===== config.mk =====
export PLATFORM = sky130hd
export DESIGN_NAME = ram32x4_access_ctrl
export DESIGN_NICKNAME = d
export VERILOG_FILES = /design/src/rtl/ram32x4_pkg.sv /design/src/rtl/ram32x4_access_ctrl.sv
export SDC_FILE = /design/constraint.sdc
export NUM_CORES = 1
export LEC_CHECK = 0
export BUFFER_PORTS_ARGS = -buffer_cell sky130_fd_sc_hd__buf_2
export CORE_MARGIN = 5
export CORE_UTILIZATION = 40
export CTS_BUF_LIST = sky130_fd_sc_hd__clkbuf_2
export CTS_CLUSTER_DIAMETER = 120
export DETAILED_ROUTE_END_ITERATION = 6
export PLACE_DENSITY = 0.72
export REMOVE_ABC_BUFFERS = 1
export SLEW_MARGIN = 30
export SYNTH_ARGS = -nofsm -noshare
export SYNTH_HDL_FRONTEND = slang
export SYNTH_SLANG_ARGS = --single-unit

===== constraint.sdc =====
create_clock -name clk -period 3 [get_ports clk]
set_input_delay 0.3 -clock clk [delete_from_list [all_inputs] [get_ports clk]]
set_output_delay 0.3 -clock clk [all_outputs]
set_load 0.05 [all_outputs]

===== src/rtl/ram32x4_pkg.sv =====
// Shared sizes and FSM state encoding for the 32x4 RAM and its access controller.
package ram32x4_pkg;

    localparam int RAM_ADDR_W = 5;
    localparam int RAM_DATA_W = 4;
    localparam int RAM_DEPTH  = 32;

    typedef enum logic [2:0] {
        IDLE,
        WRITE,
        RD_WAIT,
        RD_CAPTURE,
        CLEAR
    } access_state_t;

endpackage


===== src/rtl/ram32x4_access_ctrl.sv =====
// Valid/ready request controller for one ram32x4, hiding its registered-read latency.
// Optional whole-array clear sweep is built when RAM32X4_ACCESS_CTRL_CLEAR_EN is defined.
module ram32x4_access_ctrl
    import ram32x4_pkg::*;
#(
    parameter int ADDR_W = RAM_ADDR_W,
    parameter int DATA_W = RAM_DATA_W
) (
    input  logic              clk,
    input  logic              reset,
    input  logic              req_valid,
    output logic              req_ready,
    input  logic              req_write,
    input  logic [ADDR_W-1:0] req_address,
    input  logic [DATA_W-1:0] req_data,
    output logic              rsp_valid,
    output logic [DATA_W-1:0] rsp_data,
    input  logic              clear_start,
    output logic              clear_done,
    output logic [ADDR_W-1:0] ram_address,
    output logic [DATA_W-1:0] ram_data_in,
    output logic              ram_write_enable,
    input  logic [DATA_W-1:0] ram_data_out
);

    access_state_t     state_q, state_d;
    logic [ADDR_W-1:0] addr_q, addr_d;
    logic [DATA_W-1:0] din_q, din_d;
    logic              we_q, we_d;
    logic              rsp_valid_q, rsp_valid_d;
    logic [DATA_W-1:0] rsp_data_q, rsp_data_d;
    logic              accept;

`ifdef RAM32X4_ACCESS_CTRL_CLEAR_EN
    localparam logic [ADDR_W-1:0] LAST_ADDR = ADDR_W'(RAM_DEPTH - 1);

    logic [ADDR_W-1:0] cnt_q, cnt_d;
    logic              clear_done_q, clear_done_d;

    // A pending clear blocks new requests so it always wins over a simultaneous request.
    assign req_ready  = (state_q == IDLE) && !clear_start;
    assign clear_done = clear_done_q;
`else
    logic unused_clear_start;

    assign unused_clear_start = clear_start;
    assign req_ready          = (state_q == IDLE);
    assign clear_done         = 1'b0;
`endif

    assign accept           = req_valid && req_ready;
    assign ram_address      = addr_q;
    assign ram_data_in      = din_q;
    assign ram_write_enable = we_q;
    assign rsp_valid        = rsp_valid_q;
    assign rsp_data         = rsp_data_q;

    always_ff @(posedge clk or negedge reset) begin
        if (!reset) begin
            state_q     <= IDLE;
            addr_q      <= '0;
            din_q       <= '0;
            we_q        <= 1'b0;
            rsp_valid_q <= 1'b0;
            rsp_data_q  <= '0;
`ifdef RAM32X4_ACCESS_CTRL_CLEAR_EN
            cnt_q        <= '0;
            clear_done_q <= 1'b0;
`endif
        end else begin
            state_q     <= state_d;
            addr_q      <= addr_d;
            din_q       <= din_d;
            we_q        <= we_d;
            rsp_valid_q <= rsp_valid_d;
            rsp_data_q  <= rsp_data_d;
`ifdef RAM32X4_ACCESS_CTRL_CLEAR_EN
            cnt_q        <= cnt_d;
            clear_done_q <= clear_done_d;
`endif
        end
    end

    always_comb begin
        state_d     = state_q;
        addr_d      = addr_q;
        din_d       = din_q;
        we_d        = 1'b0;
        rsp_valid_d = 1'b0;
        rsp_data_d  = rsp_data_q;
`ifdef RAM32X4_ACCESS_CTRL_CLEAR_EN
        cnt_d        = cnt_q;
        clear_done_d = 1'b0;
`endif
        case (state_q)
            IDLE: begin
`ifdef RAM32X4_ACCESS_CTRL_CLEAR_EN
                if (clear_start) begin
                    state_d = CLEAR;
                    addr_d  = '0;
                    din_d   = '0;
                    we_d    = 1'b1;
                    cnt_d   = '0;
                end else
`endif
                if (accept) begin
                    addr_d = req_address;
                    if (req_write) begin
                        din_d   = req_data;
                        we_d    = 1'b1;
                        state_d = WRITE;
                    end else begin
                        state_d = RD_WAIT;
                    end
                end
            end
            WRITE:   state_d = IDLE;
            RD_WAIT: state_d = RD_CAPTURE;
            RD_CAPTURE: begin
                rsp_data_d  = ram_data_out;
                rsp_valid_d = 1'b1;
                state_d     = IDLE;
            end
`ifdef RAM32X4_ACCESS_CTRL_CLEAR_EN
            // The address register leads the counter so each edge commits the previous address.
            CLEAR: begin
                if (cnt_q == LAST_ADDR) begin
                    clear_done_d = 1'b1;
                    cnt_d        = '0;
                    state_d      = IDLE;
                end else begin
                    cnt_d  = cnt_q + 1'b1;
                    addr_d = cnt_q + 1'b1;
                    we_d   = 1'b1;
                end
            end
`endif
            default: state_d = IDLE;
        endcase
    end

endmodule


[Word level (Yosys, flattened, before mapping)]
Cells that the tools add are included.
Storage, ports and cells
  bits in registers: 18
  input bits: 18
  output and inout port bits: 17
  word-level logic and storage cells: 20
Operators by class
  equality and inequality tests: 3
  mux-type cells: 7
  reductions and logical operators: 4
Operators by type and width (number)
  3-bit by 2-bit == test with 1-bit output, second input constant: 2
  3-bit case mux with 2 select lines: 1
  1-bit two-way mux: 4
  3-bit logical NOT: 1
  3-bit two-way mux: 1
  3-bit AND reduction: 1
  2-bit two-way mux: 1
  2-bit by 1-bit != test with 1-bit output, second input constant: 1
  2-bit AND reduction: 1
  1-bit logical AND: 1

[Logic depth before layout (Yosys ltp)]
  depth in word-level cells: 4
  gate-level depth with buffers: 3
  depth with buffers taken out: 2

[Worst setup path after synthesis]
Ideal clock, no wire load.
  path kind: register to output
  start: register state_q[1]
  end: output port req_ready
  data arrival time: 1109 ps
  required time: 2700 ps
  path slack: 1591 ps
  stages on the path, launching flop included: 2
  cell sequence: dfrtp_1 -> nor2_1
On the way
  cells in the longest elaborated chain, start to end: 1
RTL lines
  start, declared: line ram32x4_access_ctrl.sv:26  | access_state_t state_q, state_d;
  start signal, assigned: line ram32x4_access_ctrl.sv:71  | state_q <= state_d;
  3-bit logical NOT: line ram32x4_access_ctrl.sv:47  | assign req_ready = (state_q == IDLE);
  end, declared: line ram32x4_access_ctrl.sv:12  | output logic req_ready,
No other way between the ends.

[Worst setup path in the final report]
Same ends and word-level chain as after synthesis.

==> impl_metrics.json <==
{
  "timing.fmax_ghz": 0.680,
  "synth_xor_area_share_pct": 0,
  "synth_top_family_by_area": "multiplexers",
  "cts_tree": "done",
  "viasPerCell": 4.67,
  "clock_skew_ns": 0.00571,
  "fin_crit_sh_pct": 49.0,
  "gp_congestion": 0.683,
  "rsz0062_at_grt": "false",
  "synth_area_leaders": "dfrtp_1, mux2_2, mux2_4",
  "grt_antenna_before_repair": 0,
  "hold_viol_final": 0,
  "slowest_delay_ns": 0.49,
  "syn2layout_area_growth_pct": 30.3,
  "synth_area_um2": 669,
  "ys_warn_count": 0,
  "path_buf_inv": 1,
  "synth.ff_latch_count": 17,
  "layout_commonest_cell": "buf_2",
  "initial_core_util_pct": 43.4,
  "synth.area.mux_share_pct": 24.1,
  "ys_types": 12,
  "num-fill-cells": 137,
  "cts_made_buffers": 3,
  "syn_avg_cell_area_um2": 15.6,
  "grt_overflow_total": 0,
  "io_pins": 35,
  "synth-simple-area-share_pct": 6.92,
  "seqCellArea_um2": 425,
  "clock_latency_ns": 0.29,
  "synth-adder-area-share_pct": 0,
  "first_global_vias": 444,
  "max-cap-violations": 0,
  "crit_required_ns": 2.70,
  "post_cts_resized": 0,
  "clockBufferDepth": 2,
  "cts_setup_buffers": 0,
  "dr.first_iter.drc_count": 2,
  "path_cells": "nor2_1 -> buf_2",
  "dieHeight_um": 50.9,
  "fin_setup_tns_ns": 0,
  "die_x_um": 50.9,
  "cp_slowest_cell": "dfrtp_1",
  "status": "finished, final reports clean",
  "num_rows": 14,
  "ys_seq_area_share_pct": 63.6,
  "endpoint_kind": "output port",
  "htree_levels": 1,
  "cp.arrival_ns": 1.17,
  "drc": 0,
  "layout.nets": 98,
  "synth_top_area_cell": "dfrtp_1",
  "routed_wl_um": 1200,
  "drive_gt1_share_pct": 64.6,
  "clk_pin_slew_worst_paths_ns": 0.16,
  "grt_max_degree": 18,
  "io_buffer_count": 32,
  "slew_violations": 0,
  "clock_sinks": 17,
  "path_delay_family": "flip-flops",
  "drtAntennaViolNets": 0,
  "cp_max_fo": 6,
  "hpwl_um": 946,
  "cts_root_buf": "clkbuf_2",
  "grtUsageTotal_pct": 10.1,
  "drtPass1Iterations": 2,
  "syn_inst": 43,
  "dr_total_vias": 444,
  "wl_per_cell_um": 12.7,
  "setup_viol_count_final": 0,
  "synth_compound_area_share_pct": 1.50,
  "cp-start-kind": "flip-flop",
  "synth_top_area_share_pct": 63.6,
  "coreArea_um2": 1540,
  "period_needed_ns": 1.47,
  "grt_pass1_wl_um": 1980,
  "antenna_cells": 0,
  "path_class": "flip-flop to output port",
  "min_path_type": "primary input to flip-flop",
  "cts-hold-fix-buffers": 1,
  "final_cell_mix": "buf_2, dfrtp_1, mux2_2, mux2_4, clkbuf_2",
  "multi_input_area_um2": 221,
  "dieArea_um2": 2590
}
==> Yosys cell counts <==
library cell  number
dfrtp_1           17
mux2_2             9
mux2_4             4
a21oi_1            2
buf_4              2
inv_1              2
nor2_1             2
conb_1             1
nand2_1            1
nand2b_1           1
nor3b_4            1
nor4bb_1           1
==> kinds of logic after synthesis <==
family | after synthesis
muxes | 13
buffers and inverters | 4
and+or+nand+nor | 6
DFF | 17
AOI/OAI and AO/OA | 2
other | 1
==> routing by layer <==
layer | global-route usage [%] | part of all wire, %
met1 | 12.2 | 41
met2 | 16.1 | 50
met3 | 2.91 | 6.4
met4 | 5.11 | 1.9
met5 | 0 | 0
==> flip-flops by register name, indices dropped and copies added (netlist names) <==
register and cells:
state_q 2, rsp_data 4, ram_data_in 4, rsp_valid 1, ram_address 5, ram_write_enable 1
==> final timing paths <==
kind	from	endpoint	cells past startpoint	slack (ns)
setup / recovery	state_q[1]	req_ready	2	1.53
hold / removal	ram_data_out[1]	rsp_data[1]	2	0.23
setup reg to reg	state_q[1]	ram_data_in[1]	3	1.54
hold reg to reg	ram_address[2]	ram_address[2]	1	0.52
max in group asynchronous	reset	ram_write_enable	2	2.30
min in group asynchronous	reset	state_q[1]	2	0.43
==> worst register-to-register path, stage by stage, from the launching register on <==
cell and delay, ns:
dfrtp_1 0.49, nor4bb_1 0.35, buf_4 0.22, mux2_4 0.30
==> area by class of cell <==
type	count	share of cell area [%]
tap	16	2.30
inverter	2	0.861
clock inverter	1	0.574
multi-input combinational	22	25.4
sequential	17	48.8
clock buffer	3	1.72
timing repair buffer	34	20.4
==> stage by stage <==
| stage | util (%) | setup WS (ns) | std cells | cell area [um^2] | hold slack (ns) |
|---|---|---|---|---|---|
| final | 56.6 | 1.53 | 95 | 872 | 0.225 |
| after detailed placement | 54.6 | 1.58 | 90 | 842 | 0.240 |
| after CTS | 56.6 | 1.51 | 95 | 872 | 0.215 |
| after global routing | 56.6 | 1.42 | 95 | 872 | 0.193 |
| after global placement | 54.6 | 1.64 | 90 | 842 | 0.232 |
| after floorplan | - | 1.26 | 41 | 654 | 0.00441 |
Power is not shown: default switching activity piles up to over one toggle a cycle in this logic, so the estimate is an artifact.
